[src/rtl/rr_interconnect.sv]
// rr_interconnect: round-robin interconnect between NUM_MASTERS masters and NUM_SLAVES slaves.
// One transaction is in flight at a time (IDLE -> ACCESS -> RESP). A decode miss skips ACCESS
// and answers the master with an error.
// Optional feature: define RR_INTERCONNECT_TIMEOUT_EN to compile in an ACCESS watchdog that
// ends a slave access with an error after TIMEOUT_CYCLES cycles without slave_ready.
module rr_interconnect #(
  parameter int unsigned NUM_MASTERS = 3,
  parameter int unsigned NUM_SLAVES = 4,
  parameter int unsigned ADDR_WIDTH = 32,
  parameter int unsigned DATA_WIDTH = 32,
  parameter logic [NUM_SLAVES*ADDR_WIDTH-1:0] SLAVE_BASE =
    {32'h3100_0000, 32'h3000_0000, 32'h2000_0000, 32'h0000_0000},
  parameter logic [NUM_SLAVES*ADDR_WIDTH-1:0] SLAVE_MASK =
    {32'hFF00_0000, 32'hFF00_0000, 32'hF000_0000, 32'hE000_0000},
  parameter int unsigned TIMEOUT_CYCLES = 256
) (
  input  logic                                          clk,
  input  logic                                          rst,
  input  logic [NUM_MASTERS-1:0]                        master_req,
  input  logic [NUM_MASTERS-1:0]                        master_we,
  input  logic [NUM_MASTERS-1:0][ADDR_WIDTH-1:0]        master_addr,
  input  logic [NUM_MASTERS-1:0][DATA_WIDTH-1:0]        master_wdata,
  input  logic [NUM_MASTERS-1:0][DATA_WIDTH/8-1:0]      master_be,
  output logic [NUM_MASTERS-1:0][DATA_WIDTH-1:0]        master_rdata,
  output logic [NUM_MASTERS-1:0]                        master_ready,
  output logic [NUM_MASTERS-1:0]                        master_err,
  output logic [NUM_SLAVES-1:0]                         slave_req,
  output logic [NUM_SLAVES-1:0]                         slave_we,
  output logic [NUM_SLAVES-1:0][ADDR_WIDTH-1:0]         slave_addr,
  output logic [NUM_SLAVES-1:0][DATA_WIDTH-1:0]         slave_wdata,
  output logic [NUM_SLAVES-1:0][DATA_WIDTH/8-1:0]       slave_be,
  input  logic [NUM_SLAVES-1:0][DATA_WIDTH-1:0]         slave_rdata,
  input  logic [NUM_SLAVES-1:0]                         slave_ready
);

  localparam int unsigned BeW  = DATA_WIDTH / 8;
  localparam int unsigned IdW  = $clog2(NUM_MASTERS);
  localparam int unsigned SelW = (NUM_SLAVES > 1) ? $clog2(NUM_SLAVES) : 1;

  typedef enum logic [1:0] {StIdle, StAccess, StResp} state_e;

  state_e                state_q, state_d;
  logic [IdW-1:0]        last_q, last_d;
  logic [IdW-1:0]        id_q, id_d;
  logic [SelW-1:0]       sel_q, sel_d;
  logic                  we_q, we_d;
  logic [ADDR_WIDTH-1:0] addr_q, addr_d;
  logic [DATA_WIDTH-1:0] wdata_q, wdata_d;
  logic [BeW-1:0]        be_q, be_d;
  logic [DATA_WIDTH-1:0] rdata_q, rdata_d;
  logic                  err_q, err_d;

`ifdef RR_INTERCONNECT_TIMEOUT_EN
  localparam int unsigned CntW = $clog2(TIMEOUT_CYCLES + 1);
  logic [CntW-1:0]       cnt_q, cnt_d;
`endif

  logic                  grant_found;
  logic [IdW-1:0]        grant_id;
  logic                  dec_hit;
  logic [SelW-1:0]       dec_sel;

  // Master index reached by stepping 'off' places past 'last', wrapping at NUM_MASTERS.
  function automatic logic [IdW-1:0] rr_idx(input logic [IdW-1:0] last, input int unsigned off);
    logic [31:0] sum;
    sum = (32'(last) + off) % NUM_MASTERS;
    return IdW'(sum);
  endfunction

  // Round-robin pick: first requesting master after the last grant, wrapping around.
  always_comb begin
    grant_found = 1'b0;
    grant_id    = last_q;
    for (int unsigned i = 1; i <= NUM_MASTERS; i++) begin
      if (!grant_found && master_req[rr_idx(last_q, i)]) begin
        grant_found = 1'b1;
        grant_id    = rr_idx(last_q, i);
      end
    end
  end

  // Address decode of the candidate master; lowest matching slave index wins.
  always_comb begin
    dec_hit = 1'b0;
    dec_sel = '0;
    for (int unsigned s = 0; s < NUM_SLAVES; s++) begin
      if (!dec_hit && ((master_addr[grant_id] & SLAVE_MASK[s*ADDR_WIDTH +: ADDR_WIDTH]) ==
                       SLAVE_BASE[s*ADDR_WIDTH +: ADDR_WIDTH])) begin
        dec_hit = 1'b1;
        dec_sel = SelW'(s);
      end
    end
  end

  // Next-state logic: grant and latch in IDLE, wait for the slave in ACCESS, one-cycle RESP.
  always_comb begin
    state_d = state_q;
    last_d  = last_q;
    id_d    = id_q;
    sel_d   = sel_q;
    we_d    = we_q;
    addr_d  = addr_q;
    wdata_d = wdata_q;
    be_d    = be_q;
    rdata_d = rdata_q;
    err_d   = err_q;
`ifdef RR_INTERCONNECT_TIMEOUT_EN
    cnt_d   = cnt_q;
`endif
    case (state_q)
      StIdle: begin
        if (grant_found) begin
          last_d  = grant_id;
          id_d    = grant_id;
          sel_d   = dec_sel;
          we_d    = master_we[grant_id];
          addr_d  = master_addr[grant_id];
          wdata_d = master_wdata[grant_id];
          be_d    = master_be[grant_id];
          if (dec_hit) begin
            state_d = StAccess;
            err_d   = 1'b0;
`ifdef RR_INTERCONNECT_TIMEOUT_EN
            cnt_d   = '0;
`endif
          end else begin
            // Unmapped address: answer directly, no slave is touched.
            state_d = StResp;
            err_d   = 1'b1;
            rdata_d = '0;
          end
        end
      end
      StAccess: begin
        if (slave_ready[sel_q]) begin
          state_d = StResp;
          rdata_d = slave_rdata[sel_q];
          err_d   = 1'b0;
        end
`ifdef RR_INTERCONNECT_TIMEOUT_EN
        else if (cnt_q == CntW'(TIMEOUT_CYCLES - 1)) begin
          state_d = StResp;
          rdata_d = '0;
          err_d   = 1'b1;
        end else begin
          cnt_d = cnt_q + CntW'(1);
        end
`endif
      end
      StResp: begin
        state_d = StIdle;
      end
      default: begin
        state_d = StIdle;
      end
    endcase
  end

  // State register with synchronous reset; master 0 is first in line after reset.
  always_ff @(posedge clk) begin
    if (rst) begin
      state_q <= StIdle;
      last_q  <= IdW'(NUM_MASTERS - 1);
      id_q    <= '0;
      sel_q   <= '0;
      we_q    <= 1'b0;
      addr_q  <= '0;
      wdata_q <= '0;
      be_q    <= '0;
      rdata_q <= '0;
      err_q   <= 1'b0;
`ifdef RR_INTERCONNECT_TIMEOUT_EN
      cnt_q   <= '0;
`endif
    end else begin
      state_q <= state_d;
      last_q  <= last_d;
      id_q    <= id_d;
      sel_q   <= sel_d;
      we_q    <= we_d;
      addr_q  <= addr_d;
      wdata_q <= wdata_d;
      be_q    <= be_d;
      rdata_q <= rdata_d;
      err_q   <= err_d;
`ifdef RR_INTERCONNECT_TIMEOUT_EN
      cnt_q   <= cnt_d;
`endif
    end
  end

  // Outputs: only the selected slave is driven in ACCESS, only the owning master in RESP.
  always_comb begin
    slave_req    = '0;
    slave_we     = '0;
    slave_addr   = '0;
    slave_wdata  = '0;
    slave_be     = '0;
    master_ready = '0;
    master_err   = '0;
    master_rdata = '0;
    if (state_q == StAccess) begin
      slave_req[sel_q]   = 1'b1;
      slave_we[sel_q]    = we_q;
      slave_addr[sel_q]  = addr_q;
      slave_wdata[sel_q] = wdata_q;
      slave_be[sel_q]    = be_q;
    end
    if (state_q == StResp) begin
      master_ready[id_q] = 1'b1;
      master_err[id_q]   = err_q;
      master_rdata[id_q] = rdata_q;
    end
  end

endmodule

[config.mk]
export PLATFORM = sky130hd
export DESIGN_NAME = rr_interconnect
export DESIGN_NICKNAME = d
export VERILOG_FILES = /design/src/rtl/rr_interconnect.sv
export SDC_FILE = /design/constraint.sdc
export NUM_CORES = 1
export LEC_CHECK = 0
export CAP_MARGIN = 10
export CORE_AREA = 10 10 271 273
export CTS_BUF_LIST = sky130_fd_sc_hd__clkbuf_4 sky130_fd_sc_hd__clkbuf_8 sky130_fd_sc_hd__clkbuf_16
export DETAILED_ROUTE_END_ITERATION = 10
export DIE_AREA = 0 0 281 283
export SETUP_SLACK_MARGIN = 0.2
export SLEW_MARGIN = 20
export SYNTH_ARGS = -nofsm -noshare
export SYNTH_HDL_FRONTEND = slang
export SYNTH_SLANG_ARGS = --single-unit
[constraint.sdc]
create_clock -name clk -period 4.22 [get_ports clk]
set_input_delay 0.633 -clock clk [delete_from_list [all_inputs] [get_ports clk]]
set_output_delay 0.633 -clock clk [all_outputs]
set_load 0.01 [all_outputs]
# --- Word level (Yosys, flattened, before mapping) ---
# Cells that the tools add are included.
word_totals:
  register_bits: 110
  wordCells: 118
  in_bits: 344
op_classes:
  n_div: 3
  order_cmp: 8
  bitwise_logic: 6
  n_mux: 61
  addsub: 3
  n_reduce_logical: 19
  eq_ne: 8
ops:
  columns: ["operator", "count"]
  rows:
  - ["128-bit bitwise AND", 2]
  - ["128-bit two-way mux", 2]
  - ["32-bit two-way mux", 8]
  - ["32-bit binary-select mux with 2-bit select", 3]
  - ["32-bit demux with 2-bit select", 2]
  - ["96-bit bitwise AND", 1]
  - ["32-bit by 2-bit modulo with 32-bit output (second input constant)", 3]
  - ["96-bit two-way mux", 1]
  - ["32-bit one-hot mux with 2 select lines", 1]
  - ["32-bit logical NOT", 1]
  - ["2-bit by 3-bit less-than comparator with 1-bit output (second input constant)", 6]
  - ["1-bit two-way mux", 18]
  - ["16-bit bitwise AND", 1]
  - ["8-bit by 6-bit == test with 1-bit output (second input constant)", 2]
  - ["16-bit two-way mux", 1]
  - ["2-bit two-way mux", 8]
  - ["4-bit two-way mux", 4]
  - ["1-bit binary-select mux with 2-bit select", 5]
  - ["4-bit binary-select mux with 2-bit select", 1]
  - ["4-bit demux with 2-bit select", 1]
  - ["1-bit logical AND", 7]
  - ["2-bit by 2-bit adder with 3-bit output (second input constant)", 2]
  - ["3-bit two-way mux", 2]
  - ["2-bit != test (second input constant)", 3]
  - ["other kinds (16)", 23]

# --- Depth between registers and ports, before layout ---
depth:
  word_depth: 27
  ltp_mapped: 15
  ltp_nobuf: 10

# --- Worst setup path before layout ---
# No wires, ideal clock.
synth_path:
  path_kind: "flip-flop to flip-flop"
  from: "register last_q[0]"
  to: "register sel_q[1]"
  arrival_ns: 3.522
  path_slack_ns: 0.628
  t_required_ns: 4.149
  stages_incl_launch_ff: 15
  n_path_buf: 4
  cell_sequence: "dfxtp_1 > clkbuf_1 > clkinv_1 > clkbuf_1 > ha_1 > buf_6 > mux2_4 > mux2_4 > or2_1 > o221a_1 > buf_6 > o311a_4 > or2_1 > or4b_1 > a21oi_1"
synth_between:
  elab_chain_cells: 24
synth_rtl:
  columns: ["element", "line_no", "rtl"]
  rows:
  - ["from (decl)", "43", "logic [IdW-1:0] last_q, last_d;"]
  - ["from (signal assigned)", "163", "last_q <= IdW'(NUM_MASTERS - 1);"]
  - ["from (signal assigned)", "177", "last_q <= last_d;"]
  - ["2-bit by 1-bit adder with 3-bit output", "66", "sum = (32'(last) + off) % NUM_MASTERS;"]
  - ["32-bit by 2-bit modulo with 32-bit output", "66", null]
  - ["1-bit binary-select mux with 2-bit select", "75", "if (!grant_found && master_req[rr_idx(last_q, i)]) begin"]
  - ["1-bit two-way mux (implied by the code)", "75", null]
  - ["1-bit two-way mux", "75", null]
  - ["1-bit logical NOT", "75", null]
  - ["1-bit logical AND", "75", null]
  - ["1-bit two-way mux", "75", null]
  - ["[8 not listed]", null, null]
  - ["1-bit logical AND", "87", "if (!dec_hit && ((master_addr[grant_id] & SLAVE_MASK[s*ADDR_WIDTH +: ADDR_WIDTH]) =="]
  - ["1-bit two-way mux", "87", null]
  - ["1-bit logical NOT", "87", null]
  - ["1-bit logical AND", "87", null]
  - ["1-bit two-way mux", "87", null]
  - ["1-bit logical NOT", "87", null]
  - ["1-bit logical AND", "87", null]
  - ["2-bit two-way mux", "87", null]
  - ["to (signal assigned)", "179", "sel_q <= sel_d;"]
  - ["to (decl)", "45", "logic [SelW-1:0] sel_q, sel_d;"]
# Several ways; a longest one is shown, not always the timed one. The select of a mux whose other input is x is not followed.
# A chain may end at the register's enable or synchronous reset.

# --- Worst setup path after layout ---
layout_path:
  from: "register last_q[0]"
  to: "register rdata_q[10]"
layout_between:
  elab_chain_cells: 26
layout_rtl:
  columns: ["element", "line_no", "rtl"]
  rows:
  - ["2-bit by 1-bit adder with 3-bit output", "66", null]
  - ["32-bit by 2-bit modulo with 32-bit output", "66", null]
  - ["1-bit binary-select mux with 2-bit select", "75", null]
  - ["1-bit two-way mux (implied by the code)", "75", null]
  - ["1-bit two-way mux", "75", null]
  - ["1-bit logical NOT", "75", null]
  - ["1-bit logical AND", "75", null]
  - ["1-bit two-way mux", "75", null]
  - ["[10 not listed]", null, null]
  - ["1-bit logical NOT", "87", null]
  - ["1-bit logical AND", "87", null]
  - ["1-bit two-way mux", "87", null]
  - ["1-bit logical NOT", "87", null]
  - ["1-bit logical AND", "87", null]
  - ["1-bit two-way mux", "87", null]
  - ["2-bit != test (no line)", null, null]
  - ["4-bit AND reduction (no line) *", null, null]
  - ["to (signal assigned)", "184", "rdata_q <= rdata_d;"]
  - ["to (decl)", "50", "logic [DATA_WIDTH-1:0] rdata_q, rdata_d;"]
# Every way passes the cells marked *; elsewhere a longest branch is shown, timed or not. The select of a mux whose other input is x is not followed.

==> key figures <==
Outcome
  • Status: finished clean

Yosys
  • Ys async rst share: 0%
  • Share of the synthesized area in the top cell type: 24.5%
  • Cells after Synth: 1262
  • Syn_area_per_cell: 7.05 sq um
  • Post-Synth Adder-Cell Area: 0.563%
  • Synth Area in XOR/XNOR: 0%
  • Cell taking the most area after synthesis: dfxtp_1
  • FF+latch count, synth: 109
  • Top post-synthesis cells by area: dfxtp_1 (25%), and2_1 (22%), mux4_2 (8.4%)
  • Seq/Total Area, Yosys: 24.5%
  • Most common cell in the synthesized netlist: and2_1
  • Count of cell types in the netlist: 52
  • Post-synthesis compound-gate area fraction: 14.4%
  • Synth Flop Type: dfxtp_1
  • Number of synthesized flops with an enable pin: 0
  • Mux contribution to synthesized area: 9.29%
  • Synth Cell Area: 8890 sq um
  • Synth top cells by count: and2_1 (311), nand2_1 (178), dfxtp_1 (109)
  • Synthesis Warnings: 0
  • Main combinational cell family by area after synthesis: simple AND/OR/NAND/NOR gates
  • Syn nets: 1610
  • Simple-gate share of the synthesized area: 44.1%

Critical path
  • Critical Path RT: 4.53 ns
  • Critical path capture point type: register
  • Worst-path fanout max: 32
  • Crit start category: register
  • CP Class: register to register
  • Crit path DAT: 3.81 ns

Place
  • Half-perimeter wire length after placement: 49800 um
  • Number of port buffers: 725
  • Inst Count DP: 2782
  • GP Congestion: 0.825
  • Placed Area: 17200 sq um

Global route
  • Vias in the first global route: 11900
  • Initial antenna violation count: 7
  • Pin count of the biggest net entering global routing: 51
  • First-pass GRT wire length: 87000 um
  • GRT overflow: 0
  • GRT Util Overall: 14.9%

Cells and area
  • Final instance area: 17500 sq um
  • Syn-to-layout area delta: 97.2%
  • Finished Layout Cells: 2806
  • Fin util: 25.7%
  • Layout cells sized above 1: 5.95%
  • Total Nets Final: 2259
  • Fill count: 7430

Timing
  • Final Hold Fails: 0
  • Relative slew slack: 51.5%
  • RSZ-0062 raised after global routing: false
  • Setup TNS: 0 ns
  • Clock Skews: 0.00953 ns
  • Final Cycle Share: 82.7%
  • Min Tclk post-route: 3.49 ns
  • Slew @ Worst Pin: 0.721 ns
  • FMAX: 286 MHz
  • Fin. max-slew vios: 0
  • # setup viols final: 0

Detailed routing
  • Drt wl/cell: 22.1 um
  • DRT Pass-1 Iters: 5
  • DRC Markers: 0
  • Total wire length: 62000 um
  • Initial drt markers: 440
  • ANT nets after route: 0
  • Via count: 11500
  • DR vias/cell: 4.11

CTS
  • Setup bufs post-CTS: 0
  • H-tree level count: 3
  • CTS tree: done
  • CTS Root Cell: clkbuf_16
  • Hold buffers post-CTS: 0
  • Cts repair resizes: 0
  • Num CTS Buffers: 9
  • CTS Sinks: 109
  • Clock Latency Late Sink: 0.39 ns
  • Clock slew at reported path FFs: 0.09 ns
  • CTS Buffer Depth: 2

Power
  • Leak Pwr: 6.11 nW
  • Power Total: 0.00799 W
  • PwrDens: 455 nW/um^2
  • VDD IR max: 0.430 mV

Die
  • DIE WIDTH: 281 um
  • Die area: 79500 sq um
  • Starting Density: 13.1%
  • Core ar.: 68100 sq um
  • Die Ht: 283 um
  • IO Pins: 726
  • Num rows: 96

Flow run
  • Max Cap Violations: 0

Worst hold path
  • HP Class: register to register
==> sequential cells by signal (all words and copies together), names as in the netlist <==
register	cells
id_q	1
wdata_q	32
sel_q	2
err_q	1
be_q	4
last_q	2
rdata_q	32
we_q	1
state_q	2
addr_q	32
==> cell type report <==
type / count / area (sq um) / share of cell area [%]
clock buffer: 11 / 246 / 1.41
sequential: 109 / 2190 / 12.5
tap: 882 / 1100 / 6.29
inverter: 37 / 139 / 0.792
clock inverter: 5 / 88.8 / 0.507
multi-input combinational: 991 / 6160 / 35.1
antenna: 8 / 20.0 / 0.114
timing repair buffer: 763 / 7590 / 43.3
==> worst max-delay path, cell delays in order (launching register included) <==
cell	delay (ns)
dfxtp_2	0.40
clkinv_1	0.15
ha_1	0.32
mux2_4	0.35
mux2_4	0.30
or2_1	0.28
o221a_1	0.43
o311a_4	0.22
o21ai_0	0.37
o2111ai_4	0.21
buf_12	0.21
o21ai_1	0.14
==> cells in the final DEF, fill, tap and decap left out, types with 8 or more instances in the layout <==
| cell type | n |
|---|---|
| o21ai_1 | 32 |
| a211oi_1 | 66 |
| and2_1 | 311 |
| nor4_1 | 65 |
| buf_4 | 35 |
| nor3_1 | 75 |
| diode_2 | 8 |
| o21ai_0 | 14 |
| a21oi_1 | 72 |
| inv_1 | 36 |
| nor2_1 | 78 |
| clkdlybuf4s50_1 | 724 |
| nand2_1 | 178 |
| mux4_2 | 33 |
| dfxtp_1 | 105 |
| clkbuf_16 | 9 |
==> path summary, 6_finish.rpt <==
path,startpoint,end,slack [ns],cells past startpoint
worst max-delay path,last_q[0],rdata_q[10],0.73,11
worst min-delay path,rdata_q[27],rdata_q[27],0.51,2
worst max register to register,last_q[0],rdata_q[10],0.73,11
worst min register to register,rdata_q[27],rdata_q[27],0.51,2
==> logic make-up after synthesis <==
| logic type | Yosys count |
|---|---|
| flip-flops | 109 |
| buffers and inverters | 162 |
| AO/OA/AOI/OAI | 205 |
| adder cells (fa/ha/maj) | 4 |
| multiplexers | 40 |
| AND/OR/NAND/NOR | 742 |
==> layer usage <==
metal / part of all wire [%] / GRT usage [%]
met2: 49 / 26.2
met1: 38 / 16.2
met3: 10 / 5.75
met5: 0.11 / 0
met4: 2.4 / 4.44
==> where the power goes <==
part / internal (W) / total [W] / switching (W) / leakage, nW
clock network: 0.000554 / 0.00106 / 0.000502 / 0.166
registers: 0.00134 / 0.00184 / 0.000491 / 0.899
logic: 0.00190 / 0.00509 / 0.00319 / 5.04
==> stage by stage <==
step           setup WS (ns)  hold slack [ns]
2_1_floorplan          0.628            0.457
3_3_place_gp           0.502            0.486
3_5_place_dp           0.426            0.494
4_1_cts                0.660            0.509
5_1_grt                0.441            0.530
6_report               0.729            0.506
Note: power is estimated with default switching activity, not from simulation.
